$ cat src/rtl/pc_seq_pkg.sv
`default_nettype none
// ============================================================================
// pc_seq_pkg
// Shared encodings and default parameters for the PC sequencer.
// Revision: 1.0
// ============================================================================
package pc_seq_pkg;

  localparam int          c_addr_w_def    = 16;
  localparam logic [15:0] c_reset_vec_def = 16'h0000;
  localparam logic [15:0] c_irq_vec_def   = 16'h0004;

  // Decode outcome encodings; 6 and 7 fall back to sequential.
  localparam logic [2:0] c_kind_seq    = 3'd0;
  localparam logic [2:0] c_kind_jump   = 3'd1;
  localparam logic [2:0] c_kind_branch = 3'd2;
  localparam logic [2:0] c_kind_call   = 3'd3;
  localparam logic [2:0] c_kind_ret    = 3'd4;
  localparam logic [2:0] c_kind_halt   = 3'd5;

  typedef enum logic [1:0] {
    ST_IDLE     = 2'd0,
    ST_FETCH    = 2'd1,
    ST_WAIT_DEC = 2'd2,
    ST_HALTED   = 2'd3
  } state_e;

endpackage
`default_nettype wire

$ cat src/rtl/pc_seq_if.sv
`default_nettype none
// ============================================================================
// pc_seq_if
// Instruction-memory fetch handshake and decode-outcome bus.
// Revision: 1.0
// ============================================================================
interface pc_seq_if #(
  parameter int ADDR_W = 16
);
  logic              imem_req;
  logic [ADDR_W-1:0] imem_addr;
  logic              imem_ack;
  logic              instr_valid;
  logic              dec_valid;
  logic [2:0]        dec_kind;
  logic              dec_taken;
  logic [ADDR_W-1:0] dec_target;

  modport master (
    output imem_req, imem_addr, instr_valid,
    input  imem_ack, dec_valid, dec_kind, dec_taken, dec_target
  );

  modport slave (
    input  imem_req, imem_addr, instr_valid,
    output imem_ack, dec_valid, dec_kind, dec_taken, dec_target
  );
endinterface
`default_nettype wire

$ cat src/rtl/pc_ras.sv
`default_nettype none
// ============================================================================
// pc_ras
// Circular return-address stack; a push when full overwrites the oldest entry.
// Revision: 1.0
// ============================================================================
module pc_ras #(
  parameter int ADDR_W    = 16,
  parameter int RAS_DEPTH = 4
) (
  input  wire logic              clk,
  input  wire logic              rst,
  input  wire logic              push,
  input  wire logic              pop,
  input  wire logic [ADDR_W-1:0] push_data,
  output logic      [ADDR_W-1:0] pop_data,
  output logic                   empty,
  output logic                   full
);
  localparam int                c_ptr_w = $clog2(RAS_DEPTH);
  localparam logic [c_ptr_w:0]  c_full  = (c_ptr_w+1)'(RAS_DEPTH);

  logic [ADDR_W-1:0]  r_mem [RAS_DEPTH];
  logic [c_ptr_w-1:0] r_wp;
  logic [c_ptr_w:0]   r_cnt;
  logic [c_ptr_w-1:0] w_rd_ptr;

  assign w_rd_ptr = r_wp - c_ptr_w'(1);
  assign pop_data = r_mem[w_rd_ptr];
  assign empty    = (r_cnt == '0);
  assign full     = (r_cnt == c_full);

  // When full, the write pointer already sits on the oldest entry.
  always_ff @(posedge clk or negedge rst) begin
    if (!rst) begin
      r_wp  <= '0;
      r_cnt <= '0;
    end else if (push) begin
      r_wp <= r_wp + c_ptr_w'(1);
      if (!full) r_cnt <= r_cnt + 1'b1;
    end else if (pop && !empty) begin
      r_wp  <= w_rd_ptr;
      r_cnt <= r_cnt - 1'b1;
    end
  end

  always_ff @(posedge clk) begin
    if (push) r_mem[r_wp] <= push_data;
  end
endmodule
`default_nettype wire

$ cat src/rtl/pc_sequencer.sv
`default_nettype none
// ============================================================================
// pc_sequencer
// Owns the program counter, runs the fetch handshake and selects the next PC.
// Revision: 1.0
// ============================================================================
module pc_sequencer
  import pc_seq_pkg::*;
#(
  parameter int                ADDR_W    = c_addr_w_def,
  parameter int                RAS_DEPTH = 4,
  parameter logic [ADDR_W-1:0] RESET_VEC = ADDR_W'(c_reset_vec_def),
  parameter logic [ADDR_W-1:0] IRQ_VEC   = ADDR_W'(c_irq_vec_def)
) (
  input  wire logic              clk,
  input  wire logic              rst,
  input  wire logic              run,
  pc_seq_if.master               bus,
  input  wire logic              irq,
  output logic                   irq_ack,
  output logic      [ADDR_W-1:0] pc,
  output logic                   halted,
  output logic                   ras_ovf,
  output logic                   ras_unf
);
  state_e            r_state, w_state_nxt;
  logic [ADDR_W-1:0] r_pc, w_pc_nxt, w_pc_inc, w_push_data, w_pop_data;
  logic              r_instr_valid, w_iv_nxt;
  logic              r_irq_ack, w_ack_nxt;
  logic              r_ras_ovf, r_ras_unf, w_unf_set;
  logic              w_push, w_pop, w_empty, w_full, w_irq_ok;

  pc_ras #(.ADDR_W(ADDR_W), .RAS_DEPTH(RAS_DEPTH)) u_ras (
    .clk       (clk),
    .rst       (rst),
    .push      (w_push),
    .pop       (w_pop),
    .push_data (w_push_data),
    .pop_data  (w_pop_data),
    .empty     (w_empty),
    .full      (w_full)
  );

  assign w_pc_inc        = r_pc + ADDR_W'(1);
  assign bus.imem_req    = (r_state == ST_FETCH);
  assign bus.imem_addr   = r_pc;
  assign bus.instr_valid = r_instr_valid;
  assign pc              = r_pc;
  assign halted          = (r_state == ST_HALTED);
  assign irq_ack         = r_irq_ack;
  assign ras_ovf         = r_ras_ovf;
  assign ras_unf         = r_ras_unf;

  always_comb begin
    w_state_nxt = r_state;
    w_pc_nxt    = r_pc;
    w_push      = 1'b0;
    w_pop       = 1'b0;
    w_push_data = w_pc_inc;
    w_iv_nxt    = 1'b0;
    w_ack_nxt   = 1'b0;
    w_unf_set   = 1'b0;
    w_irq_ok    = 1'b0;
    case (r_state)
      ST_IDLE: if (run) w_state_nxt = ST_FETCH;
      ST_FETCH: begin
        if (bus.imem_ack) begin
          w_state_nxt = ST_WAIT_DEC;
          w_iv_nxt    = 1'b1;
        end
      end
      ST_WAIT_DEC: begin
        if (bus.dec_valid) begin
          w_state_nxt = run ? ST_FETCH : ST_IDLE;
          case (bus.dec_kind)
            c_kind_seq: begin
              w_pc_nxt = w_pc_inc;
              w_irq_ok = 1'b1;
            end
            c_kind_jump: begin
              w_pc_nxt = bus.dec_target;
              w_irq_ok = 1'b1;
            end
            c_kind_branch: begin
              w_pc_nxt = bus.dec_taken ? bus.dec_target : w_pc_inc;
              w_irq_ok = 1'b1;
            end
            c_kind_call: begin
              w_push   = 1'b1;
              w_pc_nxt = bus.dec_target;
            end
            c_kind_ret: begin
              if (w_empty) begin
                w_unf_set = 1'b1;
                w_pc_nxt  = w_pc_inc;
              end else begin
                w_pop    = 1'b1;
                w_pc_nxt = w_pop_data;
              end
            end
            c_kind_halt: w_state_nxt = ST_HALTED;
            default: begin
              w_pc_nxt = w_pc_inc;
              w_irq_ok = 1'b1;
            end
          endcase
          // The interrupt return address is the PC this instruction would have chosen.
          if (w_irq_ok && irq) begin
            w_push      = 1'b1;
            w_push_data = w_pc_nxt;
            w_pc_nxt    = IRQ_VEC;
            w_ack_nxt   = 1'b1;
          end
        end
      end
      ST_HALTED: begin
        if (irq) begin
          w_push      = 1'b1;
          w_pc_nxt    = IRQ_VEC;
          w_ack_nxt   = 1'b1;
          w_state_nxt = run ? ST_FETCH : ST_IDLE;
        end
      end
      default: w_state_nxt = ST_IDLE;
    endcase
  end

  always_ff @(posedge clk or negedge rst) begin
    if (!rst) begin
      r_state       <= ST_IDLE;
      r_pc          <= RESET_VEC;
      r_instr_valid <= 1'b0;
      r_irq_ack     <= 1'b0;
      r_ras_ovf     <= 1'b0;
      r_ras_unf     <= 1'b0;
    end else begin
      r_state       <= w_state_nxt;
      r_pc          <= w_pc_nxt;
      r_instr_valid <= w_iv_nxt;
      r_irq_ack     <= w_ack_nxt;
      r_ras_ovf     <= r_ras_ovf | (w_push & w_full);
      r_ras_unf     <= r_ras_unf | w_unf_set;
    end
  end
endmodule
`default_nettype wire

$ cat src/flat_wrapper.sv
// flat-port wrapper written by rule: the top's interface ports become plain ports
module pc_sequencer_flat import pc_seq_pkg::*;
#(
  parameter int                ADDR_W    = c_addr_w_def,
  parameter int                RAS_DEPTH = 4,
  parameter logic [ADDR_W-1:0] RESET_VEC = ADDR_W'(c_reset_vec_def),
  parameter logic [ADDR_W-1:0] IRQ_VEC   = ADDR_W'(c_irq_vec_def)
)
  (clk, rst, run, irq, irq_ack, pc, halted, ras_ovf, ras_unf, bus_imem_req, bus_imem_addr, bus_instr_valid, bus_imem_ack, bus_dec_valid, bus_dec_kind, bus_dec_taken, bus_dec_target);
  pc_seq_if #(.ADDR_W(ADDR_W)) bus_i ();
  input  wire logic clk;
  input  wire logic rst;
  input  wire logic run;
  input  wire logic irq;
  output logic irq_ack;
  output logic      [ADDR_W-1:0] pc;
  output logic halted;
  output logic ras_ovf;
  output logic ras_unf;
  output wire logic [$bits(bus_i.imem_req)-1:0] bus_imem_req;
  output wire logic [$bits(bus_i.imem_addr)-1:0] bus_imem_addr;
  output wire logic [$bits(bus_i.instr_valid)-1:0] bus_instr_valid;
  input wire logic [$bits(bus_i.imem_ack)-1:0] bus_imem_ack;
  input wire logic [$bits(bus_i.dec_valid)-1:0] bus_dec_valid;
  input wire logic [$bits(bus_i.dec_kind)-1:0] bus_dec_kind;
  input wire logic [$bits(bus_i.dec_taken)-1:0] bus_dec_taken;
  input wire logic [$bits(bus_i.dec_target)-1:0] bus_dec_target;
  assign bus_imem_req = bus_i.imem_req;
  assign bus_imem_addr = bus_i.imem_addr;
  assign bus_instr_valid = bus_i.instr_valid;
  assign bus_i.imem_ack = bus_imem_ack;
  assign bus_i.dec_valid = bus_dec_valid;
  assign bus_i.dec_kind = bus_dec_kind;
  assign bus_i.dec_taken = bus_dec_taken;
  assign bus_i.dec_target = bus_dec_target;
  pc_sequencer #(.ADDR_W(ADDR_W), .RAS_DEPTH(RAS_DEPTH), .RESET_VEC(RESET_VEC), .IRQ_VEC(IRQ_VEC)) u_core (.clk(clk), .rst(rst), .run(run), .bus(bus_i), .irq(irq), .irq_ack(irq_ack), .pc(pc), .halted(halted), .ras_ovf(ras_ovf), .ras_unf(ras_unf));
endmodule
$ cat config.mk
export PLATFORM = sky130hd
export DESIGN_NAME = pc_sequencer_flat
export DESIGN_NICKNAME = d
export VERILOG_FILES = /design/src/rtl/pc_seq_pkg.sv /design/src/rtl/pc_seq_if.sv /design/src/rtl/pc_ras.sv /design/src/rtl/pc_sequencer.sv /design/src/flat_wrapper.sv
export SDC_FILE = /design/constraint.sdc
export NUM_CORES = 1
export LEC_CHECK = 0
export CELL_PAD_IN_SITES_DETAIL_PLACEMENT = 0
export CELL_PAD_IN_SITES_GLOBAL_PLACEMENT = 1
export CORE_ASPECT_RATIO = 1.25
export CORE_MARGIN = 3
export CORE_UTILIZATION = 48
export DETAILED_ROUTE_END_ITERATION = 6
export PLACE_DENSITY_LB_ADDON = 0.1
export SLEW_MARGIN = 20
export SYNTH_ARGS = -nofsm -noshare
export SYNTH_HDL_FRONTEND = slang
export SYNTH_SLANG_ARGS = --single-unit
$ cat constraint.sdc
create_clock -name clk -period 6 [get_ports clk]
set_input_delay 0.6 -clock clk [delete_from_list [all_inputs] [get_ports clk]]
set_output_delay 0.6 -clock clk [all_outputs]
set_load 0.02 [all_outputs]
== After elaboration in Yosys (flattened, before gate mapping) ==
Memory sizes are Yosys's and may differ from the RTL's.
Index checks and enable logic that the tools add are counted.

* Div/mod/pow operators: 0
* Multiplexer cells: 45
* Reductions and logical operators: 12
* $lt $le $gt $ge: 0
* $add $sub $neg: 5
* Multiply operators: 0
* Eq/ne operators: 14
* Bitwise gates (word level): 3
* Shift operators: 0

{| class="wikitable"
|+ Operator list
! kind !! number
|-
| 16-bit 2-to-1 mux || 8
|-
| 16-bit case mux with 4 select lines || 1
|-
| 16-bit case mux with 2 select lines || 1
|-
| 1-bit 2-to-1 mux || 22
|-
| 16-bit by 1-bit adder with 16-bit output (second input constant) || 1
|-
| 2-bit 2-to-1 mux || 7
|-
| 3-bit == test (second input constant) || 3
|-
| 3-bit 2-to-1 mux || 3
|-
| 2-bit inequality test (second input constant) || 4
|-
| 2-bit case mux with 4 select lines || 1
|-
| 3-bit by 2-bit == test with 1-bit output (second input constant) || 2
|-
| 2-bit == test (second input constant) || 2
|-
| 1-bit case mux with 2 select lines || 2
|-
| 4-bit AND reduction || 1
|-
| 2-bit nonzero test || 2
|-
| 3-bit by 1-bit adder with 3-bit output (second input constant) || 1
|-
| 3-bit by 1-bit == test with 1-bit output (second input constant) || 1
|-
| 3-bit logical NOT || 1
|-
| 3-bit AND reduction || 1
|-
| 3-bit OR reduction || 1
|-
| 3-bit by 1-bit subtractor with 3-bit output (second input constant) || 1
|-
| 2-bit by 1-bit adder with 2-bit output (second input constant) || 1
|-
| 2-bit by 1-bit == test with 1-bit output (second input constant) || 1
|-
| 1-bit logical AND || 2
|-
| other kinds (8) || 9
|}

* Memory bits (writable): 64
* Memory bits (read-only): 0
* Logic and storage cells: 88
* Bits of input ports: 26
* Latch bits: 0
* Memories kept: 1
* Bits in registers: 27
* Output and inout port bits: 38

{| class="wikitable"
|+ Memories
! name !! words !! bits a word !! read ports !! clocked after Yosys merged registers in !! write ports !! line !! RTL
|-
| u_core.u_ras.r_mem || 4 || 16 || 1 || 0 || 1 || pc_ras.sv:23 || <nowiki>logic [ADDR_W-1:0] r_mem [RAS_DEPTH];</nowiki>
|}

== Longest topological paths before layout ==
Gate-level depths: netlist (run 1).

* Depth after elaboration: 11
* Gate-level depth with buffers: 10
* Depth with buffers taken out: 8

== By module ==
Synthesis (run 1) repeated with hierarchy kept, for this count alone.

* Cells, all modules: 370
* Area total of the unflattened synthesis: 4775.8 sq um

{| class="wikitable"
|+ Modules (own cells, without submodules)
! module !! times used !! area an instance (sq um) !! cells an instance !! seq. area each (sq um)
|-
| pc_ras || 1 || 2735.1 || 128 || 2047.0
|-
| pc_sequencer || 1 || 2040.7 || 242 || 550.5
|}

== Worst setup path before layout (run 1) ==
Ideal clock, no wire load.

* Path kind: reg-to-reg
* Start point: register u_core.u_ras.r_wp[0]
* End point: memory u_core.u_ras.r_mem[0][0] (data pin)
* Arrival: 2289 ps
* Setup time: 290 ps
* Setup slack: 3422 ps
* Path buffers: 4
* Cell stages (with the launch flop): 10
* Period minus slack after synthesis: 2578 ps
* Required time: 5710 ps
* Cells stage by stage: dfrtp_1 buf_6 buf_12 inv_1 ha_1 buf_2 clkbuf_1 mux4_2 a222oi_1 o22ai_1

* Cells in the longest elaborated chain, start to end: 7

{| class="wikitable"
|+ Ends and longest elaborated chain
! element !! line !! RTL
|-
| from (decl) || pc_ras.sv:24 || <nowiki>logic [c_ptr_w-1:0] r_wp;</nowiki>
|-
| from (signal assigned) || pc_ras.sv:39 || <nowiki>r_wp <= r_wp + c_ptr_w'(1);</nowiki>
|-
| from (signal assigned) || pc_ras.sv:42 || <nowiki>r_wp <= w_rd_ptr;</nowiki>
|-
| 2-bit by 1-bit subtractor with 2-bit output || pc_ras.sv:28 || <nowiki>assign w_rd_ptr = r_wp - c_ptr_w'(1);</nowiki>
|-
| memory 4 x 16 bit || -- ||
|-
| 16-bit 2-to-1 mux || pc_sequencer.sv:93 || <nowiki>if (w_empty) begin</nowiki>
|-
| 16-bit case mux with 4 select lines || pc_sequencer.sv:75 || <nowiki>case (bus.dec_kind)</nowiki>
|-
| 16-bit 2-to-1 mux || pc_sequencer.sv:108 || <nowiki>if (w_irq_ok && irq) begin</nowiki>
|-
| 16-bit 2-to-1 mux || pc_sequencer.sv:73 || <nowiki>if (bus.dec_valid) begin</nowiki>
|-
| 16-bit 2-to-1 mux || pc_sequencer.sv:64 || <nowiki>case (r_state)</nowiki>
|-
| via u_core.u_ras.push_data[0] || pc_ras.sv:15 || <nowiki>input wire logic [ADDR_W-1:0] push_data,</nowiki>
|-
| to (decl) || pc_ras.sv:23 ||
|}

The timed path passes the listed nets, and every way through them passes these cells.

== Worst setup path after layout (run 1) ==
* Start point: input irq
* End point: memory u_core.u_ras.r_mem[3][13] (enable)

* Cells in the longest elaborated chain, start to end: 6
* Elaborated cells between the ends (all ways): 7
* Classes of those cells: mux: 6; reduce/logical: 1

{| class="wikitable"
|+ Ends and longest elaborated chain
! element !! line !! RTL
|-
| from (decl) || flat_wrapper.sv:14 || <nowiki>input wire logic irq;</nowiki>
|-
| 1-bit logical AND || pc_sequencer.sv:108 ||
|-
| 1-bit 2-to-1 mux || pc_sequencer.sv:108 ||
|-
| 1-bit 2-to-1 mux || pc_sequencer.sv:73 ||
|-
| 1-bit case mux with 2 select lines (*) || pc_sequencer.sv:64 ||
|-
| 1-bit 2-to-1 mux (*) || pc_ras.sv:48 || <nowiki>if (push) r_mem[r_wp] <= push_data;</nowiki>
|-
| 1-bit 2-to-1 mux (not written as such) (*) || pc_ras.sv:48 ||
|}

Every way passes the cells marked *; elsewhere a longest branch is shown, timed or not.

==> flow_metrics.tcl, run 1 <==
set metrics [dict create \
    dieHeight_um 116 \
    cts_tree "yes" \
    cellLeakagePower_nw 1.94 \
    timing.rr.start "u_core.u_ras.r_wp[0]$_DFFE_PN0P_" \
    fin_skew_ps 5.94 \
    power_density_nw_per_um2 475 \
    path_cells "clkdlybuf4s50_1, nand2_1, a21bo_2, a21oi_1, and2_1" \
    clk_pin_slew_worst_paths_ps 60 \
    slew_headroom_pct 36.2 \
    start_util_pct 50.1 \
    cp_slowest_cell "and2_1" \
    slew_viol_final 0 \
    core_sq_um 9320 \
    r2r_cells 5 \
    grt_max_degree 28 \
    io-pin-count 64 \
    synth_top_area_cell "edfxtp_1" \
    place_congestion 0.805 \
    yosysWarnings 0 \
    r2r-end "u_core.u_ras.r_mem[1][3]$_DFFE_PP_" \
    port_buffers 63 \
    drcViolationCount 0 \
    synth.most_common_cell "edfxtp_1" \
    tightest_slew_ps 956 \
    min_path_type "flop to flop" \
    path_class "primary input to flop" \
    async_flop_share_pct 29.7 \
    seq_area_frac_synth_pct 55.6 \
    syn2layout_area_growth_pct 18.3 \
    ctsHoldBuffers 0 \
    hold_slack_ps 466 \
    rsz0062_at_grt "no" \
    cp-startpoint "irq" \
    synth_area_leaders "edfxtp_1, dfrtp_1, mux4_1, a222oi_1, buf_4" \
    clock_tree.buffer_depth 2 \
    finalSetupTns_ps 0 \
    overflow 0 \
    root_buffer "clkbuf_16" \
    cts.sinks 91 \
    drive_above_1_share_pct 8.23 \
    reg2reg_setup_slack_ps 2850 \
    grt_pass1_vias 3411 \
    finalHoldViolCount 0 \
    ctsResizeCount 0 \
    crit_end "u_core.u_ras.r_mem[3][13]$_DFFE_PP_" \
    status "finished clean" \
    postSynthAreaPerCell_sq_um 13.1 \
    grt_antenna_before_repair 0 \
    diodes 0 \
    insertion_delay_ps 340 \
    post-cts-setup-buffer-count 0 \
    ys_ff_latch 91 \
    synth_commonest_cells "edfxtp_1, dfrtp_1, o22ai_1" \
    synth_cell_types 55 \
    setup_viol 0 \
    fmax_mhz 301 \
    startpoint_type "primary input" \
    cap_violations 0 \
    grt_pass1_wl_um 18500 \
    endpoint_kind "flop" \
    period_share_pct 55.3 \
    via_count 3251 \
    cp_top_family "simple AND/OR/NAND/NOR gates" \
    placed_cells 508 \
    cts-buffers-inserted 9 \
    synth_edf_count 64 \
    track_usage_pct 22.7 \
    crit_buf_inv 1 \
    htree_levels 3 \
    syn_inst 356 \
    synth_fp_nets 388 \
    fin_crit_ps 3320 \
    yosysTopAreaCellShare_pct 41.1 \
    synth_area_sq_um 4670 \
    viasPerCell 6.20 \
    irDropWorstVdd_mv 0.268 \
    cp_num_cells 5 \
    num_rows 39 \
    die_w_um 94.2 \
    fill_cells 776 \
    max_stage_delay_ps 860 \
    post_layout_nonfiller_instances 524 \
    fin_nets 428 \
    ant_nets 0 \
    first_pass_iters 7 \
    dieArea_sq_um 11000 \
    critPathArrivalTime_ps 3280 \
    finalPower_w 0.00263 \
    cp.required_ps 5960 \
    routedWlPerCell_um 22.4 \
    drtIter0Drc 375 \
    drt-total-wl_um 11700 \
    worstPathMaxFanout 16 \
    dpl.hpwl_um 7650 \
    synth_flop_cell "edfxtp_1" \
]
routing by layer:
layer | up-vias | wire [um] | GRT usage (%) | part of all wire [%]
li1 | 1488 | - | - | -
met3 | 24 | 782 | 3.74 | 6.7
met5 | - | 0 | 0 | 0
met2 | 145 | 5900 | 36.9 | 50
met4 | 0 | 289 | 11.7 | 2.5
met1 | 1594 | 4750 | 29.4 | 41
worst min path at each step:
stage,start,end,slack [ps],cells after the start
after CTS,u_core.ras_unf$_DFF_PN0_,u_core.ras_unf$_DFF_PN0_,470,1
after global placement,u_core.ras_unf$_DFF_PN0_,u_core.ras_unf$_DFF_PN0_,440,1
after floorplan,rst,u_core.bus.imem_addr[0]$_DFFE_PN0P_,300,0
after global routing,u_core.ras_unf$_DFF_PN0_,u_core.ras_unf$_DFF_PN0_,500,1
after detailed placement,u_core.ras_unf$_DFF_PN0_,u_core.ras_unf$_DFF_PN0_,450,1
final,u_core.ras_ovf$_DFF_PN0_,u_core.ras_ovf$_DFF_PN0_,470,1
kinds of logic (layout without fill, tap and decap cells):
group           Yosys count  count (layout)  share of synthesized area [%]
compound gates          106             106                           16.4
fa+ha+maj                 6               6                           1.61
mux                      17              17                           8.76
simple gates             68              68                           8.22
flops                    91              91                           55.6
xor+xnor                 16              16                           3.00
buf+inv                  52              97                           6.43
metrics by stage:
stage | util, % | instance area (sq um) | worst slack, ps
finish | 59.3 | 5530 | 2680
global route | 59.3 | 5530 | 2430
CTS | 59.3 | 5530 | 2420
detailed placement | 56.2 | 5240 | 2340
global placement | 56.2 | 5240 | 2330
floorplan | - | 4670 | 3420
cells in the final DEF, fill, tap and decap left out, drive strengths merged, types with 5 or more instances in the layout:
cell type,count
edfxtp,64
clkdlybuf4s50,63
dfrtp,27
o22ai,21
o21ai,16
mux4,16
nand2,15
a21oi,14
a222oi,14
inv,13
xnor2,13
clkbuf,10
nor2,9
nand3,7
nand4,6
a22o,6
ha,6
and2,6
nor3,6
nand2b,5
o31a,5
buf,5
flip-flops by register name, indices dropped and copies added (netlist names):
name,count
u_core.ras_unf,1
u_core.r_state,2
u_core.u_ras.r_wp,2
u_core.u_ras.r_cnt,3
u_core.u_ras.r_mem,64
u_core.ras_ovf,1
u_core.bus.instr_valid,1
u_core.irq_ack,1
u_core.bus.imem_addr,16
power breakdown:
group	total (W)	internal [W]	switching, W	leakage [nW]
registers	0.00105	0.000853	0.000200	0.934
clock network	0.000545	0.000319	0.000226	0.140
logic	0.00103	0.000499	0.000529	0.862
cell type report:
cell class | count | area (sq um) | area share, %
inverters | 13 | 48.8 | 0.883
flip-flops and latches | 91 | 2600 | 47.0
multi-input cells | 213 | 1770 | 32.1
clock buffers | 10 | 229 | 4.14
repair buffers | 68 | 668 | 12.1
clock inverters | 6 | 56.3 | 1.02
well taps | 123 | 154 | 2.78
worst register-to-register path, stage by stage, from the launching register on:
cell and delay [ps]:
dfrtp_2 730, inv_1 180, ha_1 870, mux4_1 420
a222oi_1 430, o22ai_1 220
Power figures use the tool's default switching activity.
==> run 2, diff against run 1 <==
- CORE_UTILIZATION: 48 -> 45
- clock period: 6 -> 3.5 ns (I/O delays scaled with it)
==> run 2 against run 1 <==
Effect of this change:
- final area grew 1.9%
- combinational power grew 82%
- via count grew 3.8%
- routed wire length grew 1.5%
- critical endpoint is now u_core.u_ras.r_mem[3][9]$_DFFE_PP_
- global-route usage shrank 1.7 points
- core utilization shrank 2.2 points
- power grew 74%
- critical path depth grew 1
- critical path type unchanged
- register-to-register slack lost 1700 ps
==> flow_metrics.tcl, run 2 (synthesis results as in run 1) <==
set metrics [dict create \
    grt_pass1_vias 3327 \
    endpoint_kind "flop" \
    syn2layout_area_growth_pct 20.6 \
    viasPerCell 6.26 \
    cts-buffers-inserted 9 \
    core_sq_um 9860 \
    die_w_um 97.1 \
    track_usage_pct 21.0 \
    critPathArrivalTime_ps 2630 \
    cellLeakagePower_nw 2.00 \
    cp.required_ps 3610 \
    htree_levels 3 \
    dpl_cell_area_sq_um 5340 \
    slew_viol_final 0 \
    root_buffer "clkbuf_16" \
    drtIter0Drc 340 \
    ant_nets 0 \
    drt-total-wl_um 11900 \
    startpoint_type "primary input" \
    final_common_cell "edfxtp_1" \
    regMostFlops "u_core.u_ras.r_mem" \
    clock_tree.buffer_depth 2 \
    max_stage_delay_ps 670 \
    fin_skew_ps 9.03 \
    ctsHoldBuffers 0 \
    overflow 0 \
    place_congestion 0.831 \
    drive_above_1_share_pct 10.7 \
    grt_antenna_before_repair 0 \
    tightest_slew_ps 823 \
    power_density_nw_per_um2 812 \
    via_count 3374 \
    cts.sinks 91 \
    fmax_mhz 398 \
    finalSetupTns_ps 0 \
    period_share_pct 71.8 \
    ctsResizeCount 0 \
    drcViolationCount 0 \
    rsz0062_at_grt "no" \
    port_buffers 63 \
    cts_tree "yes" \
    fin_nets 440 \
    irDropWorstVdd_mv 0.406 \
    dpl.hpwl_um 7800 \
    routedWlPerCell_um 22.1 \
    status "finished clean" \
    worstPathMaxFanout 11 \
    dieHeight_um 120 \
    finalHoldViolCount 0 \
    setup_viol 0 \
    io-pin-count 64 \
    dieArea_sq_um 11600 \
    mostFrequentLayoutCells "edfxtp_1, clkdlybuf4s50_1, dfrtp_1, o22ai_1, buf_4" \
    path_cells "clkdlybuf4s50_1, nand2b_1, nor2_1, buf_4, a222oi_1, o22ai_1" \
    clk_pin_slew_worst_paths_ps 60 \
    diodes 0 \
    cp_slowest_cell "clkdlybuf4s50_1" \
    insertion_delay_ps 340 \
    path_class "primary input to flop" \
    final_area_sq_um 5630 \
    min_path_type "primary input to asynchronous set/reset pin" \
    largest_reg_flops 64 \
    grt_pass1_wl_um 18700 \
    slew_headroom_pct 44.6 \
    fin_crit_ps 2510 \
    cap_violations 0 \
    start_util_pct 47.4 \
    first_pass_iters 5 \
    post-cts-setup-buffer-count 0 \
    utilization_pct 57.1 \
    grt_max_degree 28 \
    num_rows 40 \
]
## run 2: cell type report
class | instances | area (sq um)
flip-flops and latches | 91 | 2600
inverters | 13 | 48.8
clock inverters | 4 | 50.0
repair buffers | 80 | 758
well taps | 126 | 158
fillers | 832 | 4230
multi-input cells | 213 | 1770
clock buffers | 12 | 246
## run 2: layer usage
metal | track usage [%] | routed length [um] | part of all wire [%]
met5 | 0 | 0 | 0
met4 | 8.43 | 227 | 1.9
met3 | 4.07 | 795 | 6.7
met2 | 34.3 | 5850 | 49
met1 | 27.5 | 5030 | 42
## run 2: power by group
group	switching [W]	total (W)	leakage, nW	internal (W)
clock	0.000385	0.000957	0.139	0.000572
combinational	0.000992	0.00187	0.925	0.000881
sequential	0.000286	0.00175	0.935	0.00146
total	0.00166	0.00458	2.00	0.00291
## run 2: through the flow
step	total power (W)	hold slack (ps)	worst slack, ps	cells
floorplan	0.00302	54.4	922	356
global placement	0.00362	448	779	523
detailed placement	0.00364	455	731	523
CTS	0.00461	411	1080	539
global route	0.00482	432	858	539
finish	0.00458	409	985	539
## run 2: worst paths after layout
check / slack [ps] / start / end / cells past startpoint
min: 410 / rst / u_core.u_ras.r_cnt[1]$_DFFE_PN0P_ / 2
min in group clk: 470 / u_core.ras_ovf$_DFF_PN0_ / u_core.ras_ovf$_DFF_PN0_ / 1
max reg2reg: 1130 / u_core.bus.imem_addr[2]$_DFFE_PN0P_ / u_core.u_ras.r_mem[2][11]$_DFFE_PP_ / 5
max: 990 / bus_dec_kind[2] / u_core.u_ras.r_mem[3][9]$_DFFE_PP_ / 6
max in group asynchronous: 2790 / rst / u_core.bus.imem_addr[0]$_DFFE_PN0P_ / 2
min reg2reg: 470 / u_core.ras_ovf$_DFF_PN0_ / u_core.ras_ovf$_DFF_PN0_ / 1
## run 2: critical path: cells and delay by family
kind | cells | cell delay, ps
compound gates | 2 | 460
simple gates | 2 | 840
buf+inv | 2 | 970
